===== src/rtl/mx_loader_pkg.sv =====
// Shared definitions for the MX tile loader.
// Holds the default tile geometry, the bank state encoding and a helper for
// sizing the row counter. Vector typedefs live in the modules, where the
// actual parameter values are known.
package mx_loader_pkg;

   localparam int unsigned DEF_ROWS        = 4;
   localparam int unsigned DEF_COLS        = 8;
   localparam int unsigned DEF_K           = 2;
   localparam int unsigned DEF_BIT_WIDTH   = 9;
   localparam int unsigned DEF_SCALE_WIDTH = 8;

   typedef enum logic [1:0] {
      EMPTY   = 2'd0,
      FILLING = 2'd1,
      FULL    = 2'd2
   } bank_state_t;

   // Row counter width; never zero so a 1-row index still has a bit.
   function automatic int unsigned row_idx_w(input int unsigned rows);
      return (rows > 1) ? $clog2(rows) : 1;
   endfunction

   localparam int unsigned ROW_IDX_W = row_idx_w(DEF_ROWS);

endpackage


===== src/rtl/mx_tile_loader_if.sv =====
// Row-stream in / tile out bundle for mx_tile_loader.
//   s_*    : producer row handshake (elements, block scales, last-row marker)
//   tile_* : parallel tile handshake towards the attention core
//   err_o  : sticky framing error
// Modports: slave = the loader, master = producer/consumer side.
interface mx_tile_loader_if
   import mx_loader_pkg::*;
#(
   parameter int unsigned ROWS        = DEF_ROWS,
   parameter int unsigned COLS        = DEF_COLS,
   parameter int unsigned K           = DEF_K,
   parameter int unsigned BIT_WIDTH   = DEF_BIT_WIDTH,
   parameter int unsigned SCALE_WIDTH = DEF_SCALE_WIDTH
);
   localparam int unsigned NBLK = COLS / K;

   logic                                         s_valid_i;
   logic                                         s_ready_o;
   logic [COLS-1:0][BIT_WIDTH-1:0]               s_data_i;
   logic [NBLK-1:0][SCALE_WIDTH-1:0]             s_scale_i;
   logic                                         s_last_i;
   logic                                         tile_valid_o;
   logic                                         tile_ready_i;
   logic [ROWS-1:0][COLS-1:0][BIT_WIDTH-1:0]     tile_data_o;
   logic [ROWS-1:0][NBLK-1:0][SCALE_WIDTH-1:0]   tile_scale_o;
   logic                                         err_o;

   modport slave (
      input  s_valid_i, s_data_i, s_scale_i, s_last_i, tile_ready_i,
      output s_ready_o, tile_valid_o, tile_data_o, tile_scale_o, err_o
   );

   modport master (
      output s_valid_i, s_data_i, s_scale_i, s_last_i, tile_ready_i,
      input  s_ready_o, tile_valid_o, tile_data_o, tile_scale_o, err_o
   );

endinterface


===== src/rtl/mx_tile_bank.sv =====
// One tile bank: ROWS rows of element and scale storage.
//   clk_i            : clock
//   we_i, row_i      : write strobe and row index
//   data_i, scale_i  : row to store
//   data_o, scale_o  : whole bank, read in parallel
// Storage is deliberately not reset; the loader masks it until the bank is FULL.
module mx_tile_bank #(
   parameter int unsigned ROWS        = 4,
   parameter int unsigned COLS        = 8,
   parameter int unsigned NBLK        = 4,
   parameter int unsigned BIT_WIDTH   = 9,
   parameter int unsigned SCALE_WIDTH = 8,
   parameter int unsigned ROW_W       = 2
) (
   input  logic                                       clk_i,
   input  logic                                       we_i,
   input  logic [ROW_W-1:0]                           row_i,
   input  logic [COLS-1:0][BIT_WIDTH-1:0]             data_i,
   input  logic [NBLK-1:0][SCALE_WIDTH-1:0]           scale_i,
   output logic [ROWS-1:0][COLS-1:0][BIT_WIDTH-1:0]   data_o,
   output logic [ROWS-1:0][NBLK-1:0][SCALE_WIDTH-1:0] scale_o
);

   logic [ROWS-1:0][COLS-1:0][BIT_WIDTH-1:0]   data_q;
   logic [ROWS-1:0][NBLK-1:0][SCALE_WIDTH-1:0] scale_q;

   always_ff @(posedge clk_i) begin
      if (we_i) begin
         data_q[row_i]  <= data_i;
         scale_q[row_i] <= scale_i;
      end
   end

   assign data_o  = data_q;
   assign scale_o = scale_q;

endmodule


===== src/rtl/mx_tile_loader.sv =====
// Ping-pong tile assembler for one MX attention operand.
//   i_clk, i_rst_n : clock, asynchronous active-low reset
//   bus (slave)    : row stream in, parallel tile + scales out, sticky err_o
// Rows fill the write bank; a full bank is presented on the tile outputs until
// the consumer takes it. Ready is decoded from registered bank state only.
module mx_tile_loader
   import mx_loader_pkg::*;
#(
   parameter int unsigned ROWS        = DEF_ROWS,
   parameter int unsigned COLS        = DEF_COLS,
   parameter int unsigned K           = DEF_K,
   parameter int unsigned BIT_WIDTH   = DEF_BIT_WIDTH,
   parameter int unsigned SCALE_WIDTH = DEF_SCALE_WIDTH
) (
   input  logic                 i_clk,
   input  logic                 i_rst_n,
   mx_tile_loader_if.slave      bus
);

   localparam int unsigned NBLK    = COLS / K;
   localparam int unsigned RowIdxW = row_idx_w(ROWS);
   localparam logic [RowIdxW-1:0] LastRow = RowIdxW'(ROWS - 1);

   typedef logic [ROWS-1:0][COLS-1:0][BIT_WIDTH-1:0]   tile_data_t;
   typedef logic [ROWS-1:0][NBLK-1:0][SCALE_WIDTH-1:0] tile_scale_t;

   bank_state_t        bank_state_q [2];
   bank_state_t        bank_state_d [2];
   logic               wr_bank_q, wr_bank_d;
   logic               rd_bank_q, rd_bank_d;
   logic [RowIdxW-1:0] row_cnt_q, row_cnt_d;
   logic               err_q, err_d;

   logic        [1:0] bank_we;
   tile_data_t        bank_data  [2];
   tile_scale_t       bank_scale [2];

   logic s_ready, tile_valid, s_accept, tile_fire, row_last;

   assign s_ready    = (bank_state_q[wr_bank_q] != FULL);
   assign tile_valid = (bank_state_q[rd_bank_q] == FULL);
   assign s_accept   = bus.s_valid_i & s_ready;
   assign tile_fire  = tile_valid & bus.tile_ready_i;
   assign row_last   = (row_cnt_q == LastRow);

   for (genvar b = 0; b < 2; b++) begin : g_bank
      mx_tile_bank #(
         .ROWS        (ROWS),
         .COLS        (COLS),
         .NBLK        (NBLK),
         .BIT_WIDTH   (BIT_WIDTH),
         .SCALE_WIDTH (SCALE_WIDTH),
         .ROW_W       (RowIdxW)
      ) u_bank (
         .clk_i   (i_clk),
         .we_i    (bank_we[b]),
         .row_i   (row_cnt_q),
         .data_i  (bus.s_data_i),
         .scale_i (bus.s_scale_i),
         .data_o  (bank_data[b]),
         .scale_o (bank_scale[b])
      );
   end

   always_ff @(posedge i_clk or negedge i_rst_n) begin
      if (!i_rst_n) begin
         bank_state_q[0] <= EMPTY;
         bank_state_q[1] <= EMPTY;
         wr_bank_q       <= 1'b0;
         rd_bank_q       <= 1'b0;
         row_cnt_q       <= '0;
         err_q           <= 1'b0;
      end else begin
         bank_state_q <= bank_state_d;
         wr_bank_q    <= wr_bank_d;
         rd_bank_q    <= rd_bank_d;
         row_cnt_q    <= row_cnt_d;
         err_q        <= err_d;
      end
   end

   // A write only targets a non-FULL bank and a read only a FULL one, so when
   // both fire in one cycle they touch different banks and never collide.
   always_comb begin
      bank_state_d = bank_state_q;
      wr_bank_d    = wr_bank_q;
      rd_bank_d    = rd_bank_q;
      row_cnt_d    = row_cnt_q;
      err_d        = err_q;
      bank_we      = '0;

      if (s_accept) begin
         if (bus.s_last_i && !row_last) begin
            // Early last: drop the row and throw away the partial tile.
            err_d                   = 1'b1;
            bank_state_d[wr_bank_q] = EMPTY;
            row_cnt_d               = '0;
         end else begin
            bank_we[wr_bank_q] = 1'b1;
            if (row_last) begin
               bank_state_d[wr_bank_q] = FULL;
               row_cnt_d               = '0;
               wr_bank_d               = ~wr_bank_q;
               if (!bus.s_last_i) begin
                  err_d = 1'b1;
               end
            end else begin
               bank_state_d[wr_bank_q] = FILLING;
               row_cnt_d               = row_cnt_q + 1'b1;
            end
         end
      end

      if (tile_fire) begin
         bank_state_d[rd_bank_q] = EMPTY;
         rd_bank_d               = ~rd_bank_q;
      end
   end

   assign bus.s_ready_o    = s_ready;
   assign bus.tile_valid_o = tile_valid;
   assign bus.err_o        = err_q;
   // Gating with valid yields zeros after reset without clearing storage.
   assign bus.tile_data_o  = tile_valid ? bank_data[rd_bank_q]  : '0;
   assign bus.tile_scale_o = tile_valid ? bank_scale[rd_bank_q] : '0;

endmodule

===== src/flat_wrapper.sv =====
// flat-port wrapper written by rule: the top's interface ports become plain ports
module mx_tile_loader_flat import mx_loader_pkg::*;
#(
   parameter int unsigned ROWS        = DEF_ROWS,
   parameter int unsigned COLS        = DEF_COLS,
   parameter int unsigned K           = DEF_K,
   parameter int unsigned BIT_WIDTH   = DEF_BIT_WIDTH,
   parameter int unsigned SCALE_WIDTH = DEF_SCALE_WIDTH
)
  (i_clk, i_rst_n, bus_s_valid_i, bus_s_data_i, bus_s_scale_i, bus_s_last_i, bus_tile_ready_i, bus_s_ready_o, bus_tile_valid_o, bus_tile_data_o, bus_tile_scale_o, bus_err_o);
  mx_tile_loader_if #(.ROWS(ROWS), .COLS(COLS), .K(K), .BIT_WIDTH(BIT_WIDTH), .SCALE_WIDTH(SCALE_WIDTH)) bus_i ();
  input  logic i_clk;
  input  logic i_rst_n;
  input wire logic [$bits(bus_i.s_valid_i)-1:0] bus_s_valid_i;
  input wire logic [$bits(bus_i.s_data_i)-1:0] bus_s_data_i;
  input wire logic [$bits(bus_i.s_scale_i)-1:0] bus_s_scale_i;
  input wire logic [$bits(bus_i.s_last_i)-1:0] bus_s_last_i;
  input wire logic [$bits(bus_i.tile_ready_i)-1:0] bus_tile_ready_i;
  output wire logic [$bits(bus_i.s_ready_o)-1:0] bus_s_ready_o;
  output wire logic [$bits(bus_i.tile_valid_o)-1:0] bus_tile_valid_o;
  output wire logic [$bits(bus_i.tile_data_o)-1:0] bus_tile_data_o;
  output wire logic [$bits(bus_i.tile_scale_o)-1:0] bus_tile_scale_o;
  output wire logic [$bits(bus_i.err_o)-1:0] bus_err_o;
  assign bus_i.s_valid_i = bus_s_valid_i;
  assign bus_i.s_data_i = bus_s_data_i;
  assign bus_i.s_scale_i = bus_s_scale_i;
  assign bus_i.s_last_i = bus_s_last_i;
  assign bus_i.tile_ready_i = bus_tile_ready_i;
  assign bus_s_ready_o = bus_i.s_ready_o;
  assign bus_tile_valid_o = bus_i.tile_valid_o;
  assign bus_tile_data_o = bus_i.tile_data_o;
  assign bus_tile_scale_o = bus_i.tile_scale_o;
  assign bus_err_o = bus_i.err_o;
  mx_tile_loader #(.ROWS(ROWS), .COLS(COLS), .K(K), .BIT_WIDTH(BIT_WIDTH), .SCALE_WIDTH(SCALE_WIDTH)) u_core (.i_clk(i_clk), .i_rst_n(i_rst_n), .bus(bus_i));
endmodule

===== config.mk =====
export PLATFORM = sky130hd
export DESIGN_NAME = mx_tile_loader_flat
export DESIGN_NICKNAME = d
export VERILOG_FILES = /design/src/rtl/mx_loader_pkg.sv /design/src/rtl/mx_tile_loader_if.sv /design/src/rtl/mx_tile_bank.sv /design/src/rtl/mx_tile_loader.sv /design/src/flat_wrapper.sv
export SDC_FILE = /design/constraint.sdc
export NUM_CORES = 1
export LEC_CHECK = 0
export ABC_AREA = 1
export CAP_MARGIN = 20
export CORE_ASPECT_RATIO = 1.5
export CORE_MARGIN = 2
export CORE_UTILIZATION = 45
export DETAILED_ROUTE_END_ITERATION = 8
export PLACE_DENSITY = 0.7
export SKIP_CTS_REPAIR_TIMING = 1
export SLEW_MARGIN = 20
export SYNTH_ARGS = -nofsm -noshare
export SYNTH_HDL_FRONTEND = slang
export SYNTH_HIERARCHICAL = 1
export SYNTH_SLANG_ARGS = --single-unit
export TNS_END_PERCENT = 50

===== constraint.sdc =====
create_clock -name i_clk -period 6.9 [get_ports i_clk]
set_clock_uncertainty 0.15 [all_clocks]
set_input_delay 1.38 -clock i_clk [delete_from_list [all_inputs] [get_ports i_clk]]
set_output_delay 1.38 -clock i_clk [all_outputs]
set_load 0.01 [all_outputs]

==> results_dict.tcl, run 1 <==
set metrics [dict create \
    reg2reg_setup_slack_ns 3.70 \
    number_of_buffers_inserted_during_clock_tree_synthesis 77 \
    global_route.overflow_total 0 \
    place_inst 3220 \
    syn-instance-count 1850 \
    clock_tree.root_cell "sky130_fd_sc_hd__clkbuf_16" \
    hp-start "u_core/bus.err_o" \
    finalSetupTns_ns 0 \
    syn_area_per_cell_um2 17.19 \
    cp-start-kind "flip-flop" \
    cell_internal_power_mw 11.44 \
    dr_total_vias 17390 \
    dpl-instance-area_mm2 0.03818 \
    worst_reg2reg_path_depth 8 \
    power.share.combinational 0.381 \
    crit_path_end_kind "output pin" \
    achievable_frequency_ghz 0.1850 \
    max-cap-violations 0 \
    netSwitchingFraction 0.3173 \
    fin_ws_ns 1.495 \
    setup-violations-final 0 \
    hold_path.class "reg -> reg" \
    hold_viol 0 \
    routed_wl_um 75030 \
    multi_input_comb_area_mm2 0.006107 \
    crit_type "reg -> out" \
    seq_power_share 0.368 \
    post_drt_antenna_nets 0 \
    fp-row-count 119 \
    worst_r2r_endpoint "u_core/g_bank[0].u_bank/data_o[220]" \
    h-tree-depth 3 \
    power.ir.vdd_worst_uv 417.6 \
    synth_cell_types 19 \
    ff_latch_area_mm2 0.02521 \
    maxSlewViolCount 0 \
    fp.dieW_um 221.1 \
    floorplan.core_area_mm2 0.07013 \
    total_switching_power_mw 5.314 \
    mappedNetlistNets 1961 \
    clock_sinks 841 \
    worstMarginPinSlew_ns 1.245 \
    routed_wire_length_per_instance_um 22.29 \
    whs_endpoint "u_core/bus.err_o" \
    crit_arrival_ns 3.87 \
    placement.io_buffers 527 \
    layout.cell_area.non_filler_mm2 0.04069 \
    utilization 0.5803 \
    pwr-share-clk 0.250 \
    grt_max_degree 146 \
    antenna_violations_before_repair 8 \
    yosysSeqAreaShare 0.7927 \
    initial_drc_count 1181 \
    worst_hold_slack_ns 0.3536 \
    hpwl_um 46130 \
    cellPowerDensity_mw_per_mm2 411.6 \
    fill_cells 5312 \
    largest_driver_fanout_on_the_critical_path 145 \
    dieHeight_um 329.6 \
    wire_length_of_the_first_global_routing_pass_um 110900 \
    p_total_mw 16.75 \
    postSynthRegisterBits 841 \
    clock_path_buffers 3 \
    design.die.area_mm2 0.07286 \
    grt_setup_unrepaired "false" \
    detailed_route_drc_error_count 0 \
    ioPinCount 528 \
    globalplace.congestion 0.8004 \
    yosys_warnings 6 \
    grtUsageTotal 0.2019 \
    rr_startpoint "u_core/row_cnt_q[0]" \
    relSlewSlack 0.1702 \
    final_layout_size_suffix_gt1_frac 0.06158 \
    detail_route.vias_per_cell 5.166 \
    worstPathRequired_ns 5.37 \
    worstHoldPathCells 1 \
    syn_area_mm2 0.03180 \
    clk_latency_ns 0.62 \
    grt_pass1_vias 17890 \
    area.growth.synth_to_final_pct 27.95 \
    num-nets-final 2503 \
    clkTransAtPathRegs_ns 0.06 \
    pre_cts_slack_ns 2.219 \
    firstDrtPassIters 5 \
    initial_utilization 0.4535 \
    p_leak_nw 14.21 \
    timing.final.crit_share 0.7833 \
    period_needed_ns 5.405 \
    outcome "complete, no violations" \
    clock_tree_from_tritoncts "built" \
    final_cells 3366 \
]
## metal layers
metal / up-vias / routed length [um] / track usage
met5: - / 26 / 0
li1: 7916 / - / -
met2: 621 / 38100 / 0.3449
met1: 8718 / 29130 / 0.2422
met3: 129 / 5287 / 0.05388
met4: 4 / 2487 / 0.08666
## flip-flops by register name (all words and copies together), names as in the netlist
register / flops
u_core/rd_bank_q: 1
u_core/bank_state_q: 4
u_core/wr_bank_q: 1
u_core/g_bank.u_bank/scale_o: 256
u_core/g_bank.u_bank/data_o: 576
u_core/row_cnt_q: 2
u_core/bus.err_o: 1
## area by class of cell
| type | instances | share of cell area |
|---|---|---|
| flip-flops and latches | 841 | 0.6196 |
| multi-input cells | 898 | 0.1501 |
| repair buffers | 557 | 0.1392 |
| clock buffers | 93 | 0.04987 |
| well taps | 907 | 0.02789 |
| clock inverters | 46 | 0.01141 |
| inverters | 17 | 0.001568 |
| diodes | 7 | 0.0004305 |
## synthesized netlist by cell type
| cell | instances | share of area |
|---|---|---|
| sky130_fd_sc_hd__buf_4 | 8 | 0.0019 |
| sky130_fd_sc_hd__buf_6 | 2 | 0.00071 |
| sky130_fd_sc_hd__edfxtp_1 | 832 | 0.79 |
| sky130_fd_sc_hd__mux2i_1 | 416 | 0.13 |
| sky130_fd_sc_hd__a31oi_1 | 2 | 0.00039 |
| sky130_fd_sc_hd__nor2_1 | 431 | 0.051 |
| sky130_fd_sc_hd__o21ai_0 | 8 | 0.0013 |
| sky130_fd_sc_hd__o21bai_1 | 1 | 0.00024 |
| sky130_fd_sc_hd__buf_2 | 80 | 0.013 |
| sky130_fd_sc_hd__clkbuf_1 | 4 | 0.00047 |
| sky130_fd_sc_hd__xnor2_1 | 1 | 0.00028 |
| sky130_fd_sc_hd__ha_1 | 2 | 0.00079 |
| sky130_fd_sc_hd__nor3b_1 | 1 | 0.00024 |
| sky130_fd_sc_hd__nand3_1 | 4 | 0.00063 |
| sky130_fd_sc_hd__nand2_1 | 30 | 0.0035 |
| sky130_fd_sc_hd__nor3_2 | 1 | 0.00031 |
| sky130_fd_sc_hd__dfrtp_1 | 9 | 0.0071 |
| sky130_fd_sc_hd__inv_1 | 17 | 0.0020 |
| sky130_fd_sc_hd__o22ai_1 | 1 | 0.00020 |
## power by group through the flow
stage          Combinational (mW)  Clock [mW]  Sequential [mW]
2_1_floorplan                3.26           0             6.21
3_3_place_gp                 6.38           0             6.26
3_5_place_dp                 6.43           0             6.28
4_1_cts                      6.47        4.30             6.17
5_1_grt                      6.80        4.49             6.20
6_report                     6.39        4.20             6.17
## cells in the final DEF (no fill, tap or decap), drive strengths merged
master	count
a31oi	2
ha	2
bufinv	8
o21bai	1
clkbuf	93
dfrtp	9
clkinvlp	5
nand2	30
clkinv	30
xnor2	1
o21ai	8
edfxtp	832
diode	7
o22ai	1
clkdlybuf4s50	527
mux2i	416
nor2	431
nor3b	1
buf	30
inv	20
nand3	4
nor3	1
## kinds of logic after synthesis
logic type	after synthesis	synth area share
AO/OA/AOI/OAI	12	0.002085
XOR/XNOR	1	0.0002754
buffers and inverters	111	0.01766
flip-flops	841	0.7927
adder cells (fa/ha/maj)	2	0.0007867
multiplexers	416	0.1309
AND/OR/NAND/NOR	467	0.05559
## how the worst max path moves through the flow
stage	startpoint	end	cells past startpoint
after floorplan	bus_s_valid_i	u_core/g_bank[0].u_bank/data_o[0]	5
after global placement	u_core/rd_bank_q	bus_tile_data_o[220]	4
after detailed placement	u_core/rd_bank_q	bus_tile_data_o[220]	4
after CTS	u_core/rd_bank_q	bus_tile_data_o[220]	4
after global routing	u_core/rd_bank_q	bus_tile_data_o[4]	4
final	u_core/rd_bank_q	bus_tile_data_o[220]	4
## worst max-delay path, stage by stage, from the launching register on
cell	delay [ns]
sky130_fd_sc_hd__dfrtp_4	1.11
sky130_fd_sc_hd__buf_12	0.63
sky130_fd_sc_hd__mux2i_1	0.39
sky130_fd_sc_hd__nor2_1	0.19
sky130_fd_sc_hd__clkdlybuf4s50_1	0.56
Note: power is estimated with default switching activity, not from simulation.
==> run 2, diff against run 1 <==
==> constraint.sdc (replaced) <==
create_clock -name i_clk -period 5.55 [get_ports i_clk]
set_clock_uncertainty 0.15 [all_clocks]
set_input_delay 1.11 -clock i_clk [delete_from_list [all_inputs] [get_ports i_clk]]
set_output_delay 1.11 -clock i_clk [all_outputs]
set_load 0.01 [all_outputs]
==> results_dict.tcl, run 2 (synthesis gave the netlist of run 1 again) <==
set metrics [dict create \
    clkTransAtPathRegs_ns 0.06 \
    routed_wire_length_per_instance_um 22.55 \
    area.growth.synth_to_final_pct 27.92 \
    period_needed_ns 4.806 \
    mostFrequentLayoutCell "sky130_fd_sc_hd__edfxtp_1" \
    cellPowerDensity_mw_per_mm2 509.9 \
    layout.cell_area.non_filler_mm2 0.04068 \
    globalplace.congestion 0.8050 \
    number_of_buffers_inserted_during_clock_tree_synthesis 76 \
    clk_latency_ns 0.62 \
    timing.final.crit_share 0.8659 \
    placement.io_buffers 527 \
    global_route.overflow_total 0 \
    crit_type "reg -> out" \
    hold_path.class "reg -> reg" \
    hold_viol 0 \
    detail_route.vias_per_cell 5.183 \
    clock_tree_from_tritoncts "built" \
    antenna_violations_before_repair 3 \
    power.ir.vdd_worst_uv 367.5 \
    grt_setup_unrepaired "false" \
    achievable_frequency_ghz 0.2081 \
    max-cap-violations 0 \
    fp-row-count 119 \
    largest_driver_fanout_on_the_critical_path 142 \
    hpwl_um 46330 \
    outcome "complete, no violations" \
    place_inst 3227 \
    h-tree-depth 3 \
    final_layout_size_suffix_gt1_frac 0.06041 \
    mostFrequentLayoutCells "sky130_fd_sc_hd__edfxtp_1 (832), sky130_fd_sc_hd__clkdlybuf4s50_1 (527), sky130_fd_sc_hd__nor2_1 (423)" \
    dpl-instance-area_mm2 0.03830 \
    initial_drc_count 1206 \
    routed_wl_um 75730 \
    worst_hold_slack_ns 0.4167 \
    clock_sinks 841 \
    wire_length_of_the_first_global_routing_pass_um 111600 \
    worstPathRequired_ns 4.29 \
    post_drt_antenna_nets 0 \
    relSlewSlack 0.2748 \
    clock_path_buffers 3 \
    p_leak_nw 14.22 \
    grtUsageTotal 0.2029 \
    ioPinCount 528 \
    detailed_route_drc_error_count 0 \
    grt_max_degree 143 \
    final_cells 3359 \
    crit_arrival_ns 3.55 \
    num-nets-final 2509 \
    fp.dieW_um 221.1 \
    largest_register_ffs 576 \
    fill_cells 5326 \
    clock_tree.root_cell "sky130_fd_sc_hd__clkbuf_16" \
    design.die.area_mm2 0.07286 \
    grt_pass1_vias 18010 \
    cp-start-kind "flip-flop" \
    maxSlewViolCount 0 \
    worstMarginPinSlew_ns 1.088 \
    initial_utilization 0.4535 \
    dr_total_vias 17410 \
    floorplan.core_area_mm2 0.07013 \
    dieHeight_um 329.6 \
    crit_path_end_kind "output pin" \
    firstDrtPassIters 5 \
    setup-violations-final 0 \
]
-- run 2: changes by cell type in the layout (fill, tap and decap cells not counted), sizes merged --
| cell | previous run | this run |
|---|---|---|
| clkinv | 30 | 27 |
| clkbuf | 93 | 91 |
| clkinvlp | 5 | 1 |
| diode | 7 | 2 |
| buf | 30 | 37 |
| bufinv | 8 | 6 |
| inv | 20 | 22 |
-- run 2: layout make-up --
class                           instances  area [um^2]  share of cell area
Tap cell                              907         1135             0.02789
Sequential cell                       841        25210              0.6197
Clock buffer                           91         2022             0.04970
Timing Repair Buffer                  564         5778              0.1420
Multi-Input combinational cell        898         6107              0.1501
Inverter                               17        63.81            0.001569
Antenna cell                            2        5.005           0.0001230
Clock inverter                         39        359.1            0.008827
-- run 2: worst max-delay path, stage by stage, from the launching register on --
cell                              delay (ns)
sky130_fd_sc_hd__dfrtp_4                0.84
sky130_fd_sc_hd__nor3_2                 0.15
sky130_fd_sc_hd__a31oi_4                0.52
sky130_fd_sc_hd__buf_12                 0.42
sky130_fd_sc_hd__nor2_1                 0.19
sky130_fd_sc_hd__clkdlybuf4s50_1        0.53
-- run 2: where the power goes --
group / internal [mW] / switching (mW) / leakage [nW]
sequential: 7.44 / 0.181 / 7.61
combinational: 3.82 / 4.24 / 5.44
clock: 2.88 / 2.18 / 1.16
-- run 2: final timing paths --
kind	from	end	slack (ns)	cells after the start
worst min register to register	u_core/bus.err_o	u_core/bus.err_o	0.42	1
max in group asynchronous	i_rst_n	u_core/rd_bank_q	4.25	1
worst max register to register	u_core/row_cnt_q[0]	u_core/g_bank[1].u_bank/data_o[236]	2.54	8
min in group asynchronous	i_rst_n	u_core/rd_bank_q	0.66	1
worst min-delay path	u_core/bus.err_o	u_core/bus.err_o	0.42	1
worst max-delay path	u_core/rd_bank_q	bus_tile_data_o[151]	0.74	5
-- run 2: layer usage --
metal  global-route usage  up-vias  part of all wire
met3              0.04558      131             0.061
met1               0.2462     8738              0.39
li1                     -     7930                 -
met5                    0        -           0.00017
met4              0.07660        2             0.030
met2               0.3549      608              0.52
-- run 2: through the flow --
step / utilization / total power [mW] / TNS (ns) / setup WS, ns
global placement: 0.5461 / 15.80 / 0 / 1.459
CTS: 0.5800 / 20.96 / 0 / 0.7020
floorplan: - / 11.78 / -907.80 / -1.092
global route: 0.5801 / 21.63 / 0 / 0.6306
finish: 0.5801 / 20.74 / 0 / 0.7444
detailed placement: 0.5461 / 15.87 / 0 / 1.413
